==> config.mk <==
export PLATFORM = sky130hd
export DESIGN_NAME = kbd_scancode_fifo
export DESIGN_NICKNAME = d
export VERILOG_FILES = /design/src/rtl/kbd_scancode_fifo.sv
export SDC_FILE = /design/constraint.sdc
export NUM_CORES = 1
export LEC_CHECK = 0
export ABC_AREA = 1
export BUFFER_PORTS_ARGS = -buffer_cell sky130_fd_sc_hd__buf_2
export CAP_MARGIN = 40
export CELL_PAD_IN_SITES_DETAIL_PLACEMENT = 1
export CELL_PAD_IN_SITES_GLOBAL_PLACEMENT = 2
export CORE_UTILIZATION = 34
export DETAILED_ROUTE_END_ITERATION = 10
export PLACE_DENSITY = 0.85
export SLEW_MARGIN = 10
export SYNTH_ARGS = -nofsm -noshare
export SYNTH_HDL_FRONTEND = slang
export SYNTH_SLANG_ARGS = --single-unit
export TNS_END_PERCENT = 5
==> constraint.sdc <==
create_clock -name CLK -period 5.1 [get_ports CLK]
set_clock_uncertainty 0.2 [all_clocks]
set_input_delay 0 -clock CLK [delete_from_list [all_inputs] [get_ports CLK]]
set_output_delay 0 -clock CLK [all_outputs]
set_load 0.03 [all_outputs]
==> src/rtl/kbd_scancode_fifo.sv <==
// PS/2 scancode FIFO for the OTTER IOBUS: edge-captures driver strobes, optionally drops
// break sequences, exposes head/status as read ports, and pulses INTR when a new head appears.
module kbd_scancode_fifo #(
    parameter int unsigned DEPTH        = 8,
    parameter logic [31:0] BASE_AD      = 32'h1100_0100,
    parameter logic        FILTER_BREAK = 1'b0
) (
    input  logic        CLK,
    input  logic        RST_N,
    input  logic        KBD_VALID,
    input  logic [7:0]  KBD_CODE,
    input  logic [31:0] IOBUS_ADDR,
    input  logic [31:0] IOBUS_OUT,
    input  logic        IOBUS_WR,
    output logic [31:0] RDATA,
    output logic        INTR
);

    localparam int unsigned PTR_W = (DEPTH > 1) ? $clog2(DEPTH) : 1;
    localparam int unsigned CNT_W = PTR_W + 1;
    localparam logic [31:0] STAT_AD = BASE_AD + 32'd4;
    localparam logic [7:0] BREAK_CODE = 8'hF0;
    localparam logic [CNT_W-1:0] CNT_FULL = CNT_W'(DEPTH);

    localparam logic [0:0] ST_PASS = 1'b0;
    localparam logic [0:0] ST_SKIP = 1'b1;

    logic             kbd_valid_q;
    logic [0:0]       state_q, state_d;
    logic [PTR_W-1:0] wp_q, wp_d;
    logic [PTR_W-1:0] rp_q, rp_d;
    logic [CNT_W-1:0] count_q, count_d;
    logic             ovf_q, ovf_d;
    logic             intr_q, intr_d;
    logic [7:0]       mem_q [DEPTH];

    logic capture, accept, do_push, do_pop, ovf_set, ovf_clr;
    logic empty, full;

    assign empty = (count_q == '0);
    assign full  = (count_q == CNT_FULL);

    // Capture, break filter, pointer/count/flag next-state and interrupt generation
    always_comb begin
        state_d = state_q;
        wp_d    = wp_q;
        rp_d    = rp_q;
        count_d = count_q;
        ovf_d   = ovf_q;
        intr_d  = 1'b0;

        capture = KBD_VALID & ~kbd_valid_q;
        accept  = capture;
        do_pop  = IOBUS_WR && (IOBUS_ADDR == BASE_AD) && !empty;
        ovf_clr = IOBUS_WR && (IOBUS_ADDR == STAT_AD) && IOBUS_OUT[0];

        if (FILTER_BREAK && capture) begin
            case (state_q)
                ST_PASS: begin
                    if (KBD_CODE == BREAK_CODE) begin
                        state_d = ST_SKIP;
                        accept  = 1'b0;
                    end
                end
                default: begin
                    state_d = ST_PASS;
                    accept  = 1'b0;
                end
            endcase
        end

        // A pop in the same cycle frees the slot a full-FIFO push needs
        do_push = accept && (!full || do_pop);
        ovf_set = accept && full && !do_pop;

        if (do_push) wp_d = wp_q + PTR_W'(1);
        if (do_pop)  rp_d = rp_q + PTR_W'(1);

        case ({do_push, do_pop})
            2'b10:   count_d = count_q + CNT_W'(1);
            2'b01:   count_d = count_q - CNT_W'(1);
            default: count_d = count_q;
        endcase

        if (ovf_set)      ovf_d = 1'b1;
        else if (ovf_clr) ovf_d = 1'b0;

        intr_d = (do_push && empty) || (do_pop && (do_push || (count_q > CNT_W'(1))));
    end

    always_ff @(posedge CLK) begin
        if (!RST_N) begin
            kbd_valid_q <= 1'b0;
            state_q     <= ST_PASS;
            wp_q        <= '0;
            rp_q        <= '0;
            count_q     <= '0;
            ovf_q       <= 1'b0;
            intr_q      <= 1'b0;
        end else begin
            kbd_valid_q <= KBD_VALID;
            state_q     <= state_d;
            wp_q        <= wp_d;
            rp_q        <= rp_d;
            count_q     <= count_d;
            ovf_q       <= ovf_d;
            intr_q      <= intr_d;
        end
    end

    // Storage needs no reset; empty masks stale contents
    always_ff @(posedge CLK) begin
        if (do_push) mem_q[wp_q] <= KBD_CODE;
    end

    always_comb begin
        RDATA = '0;
        if (IOBUS_ADDR == BASE_AD) begin
            RDATA = empty ? 32'd0 : {24'd0, mem_q[rp_q]};
        end else if (IOBUS_ADDR == STAT_AD) begin
            RDATA = {21'd0, ovf_q, full, empty, 8'(count_q)};
        end
    end

    assign INTR = intr_q;

endmodule
==> results of run 1 <==
[area by class of cell]
| class | count | area [sq um] | share of cell area |
|---|---|---|---|
| Inverter | 41 | 154 | 0.0345 |
| Timing Repair Buffer | 79 | 495 | 0.111 |
| Sequential cell | 80 | 2240 | 0.502 |
| Clock inverter | 5 | 33.8 | 0.00756 |
| Multi-Input combinational cell | 252 | 1230 | 0.276 |
| Tap cell | 140 | 175 | 0.0392 |
| Clock buffer | 11 | 131 | 0.0294 |
[tightest hold or removal path, stage by stage]
cell	delay, ns
sky130_fd_sc_hd__buf_2	0.08
sky130_fd_sc_hd__nor2_1	0.03
sky130_fd_sc_hd__nand4_1	0.11
sky130_fd_sc_hd__nor2_4	0.06
sky130_fd_sc_hd__nand3_4	0.09
sky130_fd_sc_hd__nor2_1	0.05
sky130_fd_sc_hd__nor2_1	0.11
[Yosys cell counts]
cell                       count  share of area
sky130_fd_sc_hd__a21oi_1      15          0.020
sky130_fd_sc_hd__a31oi_1       1         0.0017
sky130_fd_sc_hd__buf_2         5         0.0066
sky130_fd_sc_hd__buf_4        24          0.048
sky130_fd_sc_hd__clkbuf_1      3         0.0030
sky130_fd_sc_hd__conb_1        1        0.00099
sky130_fd_sc_hd__dfxtp_1      16          0.085
sky130_fd_sc_hd__edfxtp_1     64           0.51
sky130_fd_sc_hd__ha_1          6          0.020
sky130_fd_sc_hd__inv_1        35          0.035
sky130_fd_sc_hd__inv_2         6         0.0060
sky130_fd_sc_hd__nand2_1      52          0.052
sky130_fd_sc_hd__nand2_2       1         0.0017
sky130_fd_sc_hd__nand2_4       2         0.0060
sky130_fd_sc_hd__nand3_1      10          0.013
sky130_fd_sc_hd__nand3_2       1         0.0027
sky130_fd_sc_hd__nand3_4       1         0.0046
sky130_fd_sc_hd__nand4_1       2         0.0033
sky130_fd_sc_hd__nor2_1       75          0.075
sky130_fd_sc_hd__nor2_2        2         0.0033
sky130_fd_sc_hd__nor2_4        3         0.0090
sky130_fd_sc_hd__nor3_1        2         0.0027
sky130_fd_sc_hd__nor3_2        4          0.011
sky130_fd_sc_hd__o21ai_0      30          0.040
sky130_fd_sc_hd__o21ai_1      14          0.019
sky130_fd_sc_hd__o32ai_1       8          0.019
sky130_fd_sc_hd__xor2_1        2         0.0046
[sequential cells by signal (all words and copies together), names as in the netlist, named ones only]
name / cells
INTR: 1
mem_q: 64
kbd_valid_q: 1
rp_q: 3
count_q: 4
wp_q: 3
ovf_q: 1
[power by group through the flow]
stage	sequential, mW	combinational, mW	clock [mW]
floorplan	0.737	0.0739	0
global route	0.723	0.120	0.437
CTS	0.722	0.107	0.415
finish	0.722	0.106	0.404
global placement	0.736	0.0940	0
detailed placement	0.737	0.0991	0
[path summary, 6_finish.rpt]
check	start	endpoint	slack (ns)	cells past startpoint
hold reg to reg	rp_q[2]$_SDFFE_PN0N_	flop	0.26	2
hold / removal	IOBUS_ADDR[20]	rp_q[1]$_SDFFE_PN0N_	0.02	7
setup / recovery	count_q[0]$_SDFFE_PN0P_	mem_q[0][6]$_DFFE_PP_	2.42	9
setup reg to reg	count_q[0]$_SDFFE_PN0P_	mem_q[0][6]$_DFFE_PP_	2.42	9
[logic make-up (layout without fill, tap and decap cells)]
kind of cell / Yosys count / after routing / synth area share
XOR/XNOR: 2 / 2 / 0.00464
AO/OA/AOI/OAI: 68 / 68 / 0.0985
buffers and inverters: 73 / 136 / 0.0982
adder cells (fa/ha/maj): 6 / 6 / 0.0199
AND/OR/NAND/NOR: 155 / 155 / 0.183
other: 1 / 21 / 0.000994
flip-flops: 80 / 80 / 0.594
[metal layers]
metal  vias up  global-route usage
li1       1402                   -
met1      1342               0.201
met2        59               0.289
met3         9              0.0478
met4         0              0.0607
met5         -                   0
==> results.md, run 1 <==
Timing
* achievable clock frequency: 0.374 GHz
* Final min period: 2.68 ns
* smallest setup slack after layout: 2.42 ns
* measured slew at the worst slew-check pin: 0.927 ns
* worst-case hold slack: 0.0222 ns
* max-slew violation count: 0
* Sum Neg Setup Slack: 0 ns
* setup repair after global routing missed its margin: false
* final worst path period share: 0.525
* max-slew headroom at the worst pin: 0.379
* Final setup viols: 0
* Hold Fails Final Rpt: 0

Setup path
* library cell contributing the largest single delay on the critical path: sky130_fd_sc_hd__nor3_2
* slowest stage delay, CP: 0.72 ns
* Crit. End Element: flop
* sequence of cells on the critical path: inv_1 -> ha_1 -> nand2_2 -> nor2_4 -> nor2_2 -> nand3_4 -> nand2_4 -> nand2_4 -> nor3_2
* Worst path most repeated cell: sky130_fd_sc_hd__nand2_4
* WP buf/inv: 1
* type of the setup path with the least slack: flop to flop
* family with the most delay on the worst path: simple AND/OR/NAND/NOR gates
* arrival time of the worst setup path: 2.45 ns
* required arrival time at the worst endpoint: 4.87 ns
* Critical Path Source Type: flop
* largest fanout on the critical path: 8

Synthesis
* Mapped Avg Cell Area: 9.80 sq um
* number of standard cells after synthesis: 385
* flop and latch count out of synthesis: 80
* number of unique standard cell types used by synthesis: 27
* Seq/Total Area, Yosys: 0.594
* warnings from Yosys: 0
* cell area after technology mapping: 3770 sq um

GRT
* vias in the first global route: 2,937
* remaining global-route overflow: 0
* global-route wire length before repair: 14.4 mm
* maximum number of pins on one net before global-route repair: 34
* GRT Overall Usage: 0.169
* initial antenna violation count: 0

Route
* remaining number of nets flagged by the antenna check after routing: 0
* routed length on met3: 402 um
* Wirelength per Cell: 14.4 um
* Via-to-Cell Ratio: 4.63
* residual DRC count: 0
* uppermost routed layer: met4
* Met1 Wirelength: 3.83 mm
* aggregate routed wire length: 8.76 mm
* routed wire length on met2: 4.39 mm
* Iteration-0 DRC Markers: 88
* Initial DRT Pass Iterations: 4
* vias after detailed routing: 2,812

Run
* total of max-cap violations: 0

Floorplanning
* horizontal die dimension: 107 um
* core area: 10,800 sq um
* DIE AREA: 11,500 sq um
* die height: 107 um
* Placement Rows: 38
* I/O pin count: 109
* Starting Density: 0.348

Clocking
* clk sinks: 80
* clock-pin slew reported for the worst setup and hold paths after clock tree synthesis: 0.09 ns
* number of setup buffers added after CTS: 0
* Clock Root Buffer: sky130_fd_sc_hd__clkbuf_8
* clock tree buffer depth: 2
* # resized after CTS: 0
* hold bufs inserted after CTS: 14
* clock tree from TritonCTS: built
* number of H-tree branching levels: 3
* clock buffer count from CTS: 9
* later-pin clock latency in the skew report: 0.35 ns

Finish
* Final Net Count: 545
* area of all placed cells without fillers: 4470 sq um
* final design utilization: 0.412
* commonest non-fill, non-tap cell in the layout: sky130_fd_sc_hd__nor2_1
* final cell count without fillers: 608
* antenna diode instance count: 0
* Filler Cell Count: 1,273
* proportion of layout cells with a drive suffix above 1: 0.212
* commonest cells after routing, fill and taps aside: sky130_fd_sc_hd__nor2_1, sky130_fd_sc_hd__edfxtp_1, sky130_fd_sc_hd__buf_2
* area added between synthesis and finish: 18.4%

Pwr
* switching pwr: 304 uW
* share of power burned in the clock network: 0.328
* Combinational Power Share: 0.086
* proportion of total power due to net switching: 0.246
* power density normalized to cell area: 276 nW/um^2
* Lkg Pwr: 1.82 nW
* Internal: 928 uW
* portion of total power attributed to sequential cells: 0.586
* worst IR drop on VDD: 0.118 mV
* total power: 1.23 mW

Place
* count of buffers from port buffering: 56
* detailed placer's ending HPWL: 6.27 mm
* worst setup slack before clock tree synthesis: 2.42 ns
* placed cell count: 576
* global placement routability congestion: 0.767
* total placed instance area: 4150 sq um

Status
* status: finished clean

Min path
* HP Class: input pin to flop

(Power assumes the default switching activity.)
==> run 2, diff against run 1 <==
- CORE_UTILIZATION: 34 -> 28
- PLACE_DENSITY: 0.85 -> 0.74
- clock period: 5.1 -> 2.4 ns (I/O delays scaled with it)
==> run 2 against run 1 <==
Net effect:
- wire length up 4.7%
- non-clock buffer count is 11 higher
- fmax grew 22%
- clock power rose to 3.5 times the previous value
- utilization decreased by 5.0 points
- combinational power rose by 130%
- register-to-register slack got worse by 2.2 ns
- first-iteration DRC count is 59% higher
- sequential power up 110%
- flip-flop and latch count did not move
- largest cell class unchanged
==> results.md, run 2 (synthesis results as in run 1) <==
GRT
* maximum number of pins on one net before global-route repair: 33, -2.9%
* global-route track usage on met1: 0.172, -0.0286
* GRT Overall Usage: 0.142, -0.0261
* layer with the highest usage after global routing: met2
* global-route wire length before repair: 15.1 mm, +5.0%
* M2 GR Usage: 0.247, -0.0420
* initial antenna violation count: 0, unchanged
* vias in the first global route: 2,973, +1.2%
* met3 GRT Util: 0.0286, -0.0192
* remaining global-route overflow: 0, unchanged

Setup path
* Crit. End Element: flop
* R2R depth: 14, +5
* arrival time of the worst setup path: 2.27 ns, -0.18 ns
* family with the most delay on the worst path: simple AND/OR/NAND/NOR gates
* library cell contributing the largest single delay on the critical path: sky130_fd_sc_hd__dfxtp_2
* total number of cells along the worst setup path: 14, +5
* Critical Path Source Type: flop
* Reg2Reg Launch Point: count_q[0]$_SDFFE_PN0P_
* worst flop-to-flop path endpoint: count_q[3]$_SDFFE_PN0P_
* sequence of cells on the critical path: inv_1 -> ha_2 -> nand2_4 -> nor2_4 -> nor2_4 -> nand3_4 -> nand2_4 -> nand2_4 -> ha_4 -> nor2_1 -> a31oi_1 -> a21oi_1 -> o21ai_0 -> a21oi_1
* slowest stage delay, CP: 0.34 ns, -0.38 ns
* Worst path most repeated cell: sky130_fd_sc_hd__nand2_4
* type of the setup path with the least slack: flop to flop
* required arrival time at the worst endpoint: 2.47 ns, -2.40 ns
* reg-to-reg setup timing slack: 0.20 ns, -2.23 ns
* largest fanout on the critical path: 5, -3
* Worst Setup SP: count_q[0]$_SDFFE_PN0P_
* WP buf/inv: 1, unchanged

Timing
* achievable clock frequency: 0.454 GHz, +22%
* max-slew violation count: 0, unchanged
* setup repair after global routing missed its margin: false
* smallest setup slack after layout: 0.197 ns, -2.23 ns
* Final setup viols: 0, unchanged
* Sum Neg Setup Slack: 0 ns, unchanged
* Final min period: 2.20 ns, -0.474 ns
* final worst path period share: 0.918, +0.393
* worst-case hold slack: 0.0156 ns, -0.00669 ns
* Hold Fails Final Rpt: 0, unchanged

Floorplanning
* core area: 13,200 sq um, +22%
* Starting Density: 0.286, -0.0620
* horizontal die dimension: 118 um, +10%
* die height: 118 um, +10%
* Placement Rows: 42, +11%
* I/O pin count: 109, unchanged
* DIE AREA: 13,900 sq um, +21%

Clocking
* number of setup buffers added after CTS: 0, unchanged
* Clock Root Buffer: sky130_fd_sc_hd__clkbuf_16
* clock tree from TritonCTS: built
* clock buffer count from CTS: 9, unchanged
* clock tree buffer depth: 2, unchanged
* clock-pin slew reported for the worst setup and hold paths after clock tree synthesis: 0.06 ns, -0.03 ns
* later-pin clock latency in the skew report: 0.33 ns, -0.02 ns
* clk sinks: 80, unchanged
* number of H-tree branching levels: 3, unchanged

Min path
* HP Class: input pin to flop
* Worst Hold End: rp_q[1]$_SDFFE_PN0N_
* cell depth of the worst hold path: 7, unchanged
* hold_sp: IOBUS_ADDR[20]

Place
* total placed instance area: 4290 sq um, +3.6%
* detailed placer's ending HPWL: 6.38 mm, +1.9%
* global placement routability congestion: 0.722, -5.9%
* worst setup slack before clock tree synthesis: -0.0282 ns, -2.45 ns
* count of buffers from port buffering: 56, unchanged

Route
* Iteration-0 DRC Markers: 140, +59%
* remaining number of nets flagged by the antenna check after routing: 0, unchanged
* Initial DRT Pass Iterations: 4, unchanged
* residual DRC count: 0, unchanged
* Wirelength per Cell: 14.0 um, -2.7%
* Via-to-Cell Ratio: 4.40, -4.8%
* aggregate routed wire length: 9.16 mm, +4.7%
* vias after detailed routing: 2,879, +2.4%

Finish
* register ranked first by flip-flop count: mem_q
* Final Net Count: 556, +2.0%
* area added between synthesis and finish: 26.5%
* commonest cells after routing, fill and taps aside: sky130_fd_sc_hd__nor2_1, sky130_fd_sc_hd__edfxtp_1, sky130_fd_sc_hd__buf_2
* largest registers: mem_q x64, count_q x4
* antenna diode instance count: 0, unchanged
* area of all placed cells without fillers: 4770 sq um, +6.8%
* proportion of layout cells with a drive suffix above 1: 0.236, +0.0249
* commonest non-fill, non-tap cell in the layout: sky130_fd_sc_hd__nor2_1
* Largest register FFs: 64, unchanged
* Filler Cell Count: 1,519, +19%

Pwr
* Combinational Power Share: 0.076, -0.010
* total power: 3.20 mW, +160%
* Internal: 2.51 mW, +170%
* portion of total power attributed to sequential cells: 0.481, -0.105
* switching pwr: 685 uW, +130%
* proportion of total power due to net switching: 0.214, -0.0323
* worst IR drop on VDD: 0.366 mV, +210%
* power density normalized to cell area: 670 nW/um^2, +140%
* share of power burned in the clock network: 0.443, +0.115
* Lkg Pwr: 1.94 nW, +6.8%

Status
* status: finished clean

Run
* total of max-cap violations: 0, unchanged

==> run 2: repair_timing <==
action	in CTS	in global routing
gates cloned	0	0
setup endpoints to repair	1	2
pin swaps	0	1
resized for setup	3	3
hold endpoints to repair	79	0
hold buffers	14	0
==> run 2: worst max path at each step <==
stage | end | slack, ns
2_1_floorplan | count_q[3]$_SDFFE_PN0P_ | 0.07
3_3_place_gp | count_q[3]$_SDFFE_PN0P_ | 0.07
3_5_place_dp | count_q[3]$_SDFFE_PN0P_ | -0.03
4_1_cts | count_q[3]$_SDFFE_PN0P_ | 0.09
5_1_grt | count_q[3]$_SDFFE_PN0P_ | 0.005
6_report | count_q[3]$_SDFFE_PN0P_ | 0.20
==> run 2: power groups by stage <==
stage | clock network (mW) | registers, mW | logic, mW
after floorplan | 0 | 1.57 | 0.157
after global placement | 0 | 1.56 | 0.215
after detailed placement | 0 | 1.57 | 0.223
after CTS | 1.44 | 1.54 | 0.242
after global routing | 1.50 | 1.54 | 0.272
final | 1.42 | 1.54 | 0.244
==> run 2: cell type report <==
cell class / instances / area (sq um) / share of cell area
Multi-Input combinational cell: 252 / 1260 / 0.264
Inverter: 41 / 154 / 0.0322
Tap cell: 176 / 220 / 0.0461
Timing Repair Buffer: 90 / 583 / 0.122
Clock buffer: 9 / 225 / 0.0472
Sequential cell: 80 / 2240 / 0.470
Clock inverter: 6 / 85.1 / 0.0178
==> run 2: per-stage QoR <==
stage                      util  instances
after floorplan               -        405
after global placement    0.326        625
after detailed placement  0.326        625
after CTS                 0.361        654
after global routing      0.362        654
final                     0.362        654
==> run 2: metal layers <==
| layer | up-vias | wire length, um |
|---|---|---|
| li1 | 1423 | - |
| met1 | 1401 | 4240 |
| met3 | 13 | 175 |
| met4 | 0 | 146 |
| met2 | 42 | 4600 |
| met5 | - | 0 |
==> run 2: tightest hold or removal path: stages <==
cell and delay [ns]:
sky130_fd_sc_hd__buf_2 0.08, sky130_fd_sc_hd__nor2_1 0.03, sky130_fd_sc_hd__nand4_1 0.10, sky130_fd_sc_hd__nor2_4 0.06, sky130_fd_sc_hd__nand3_4 0.08, sky130_fd_sc_hd__nor2_1 0.04
sky130_fd_sc_hd__nor2_1 0.10
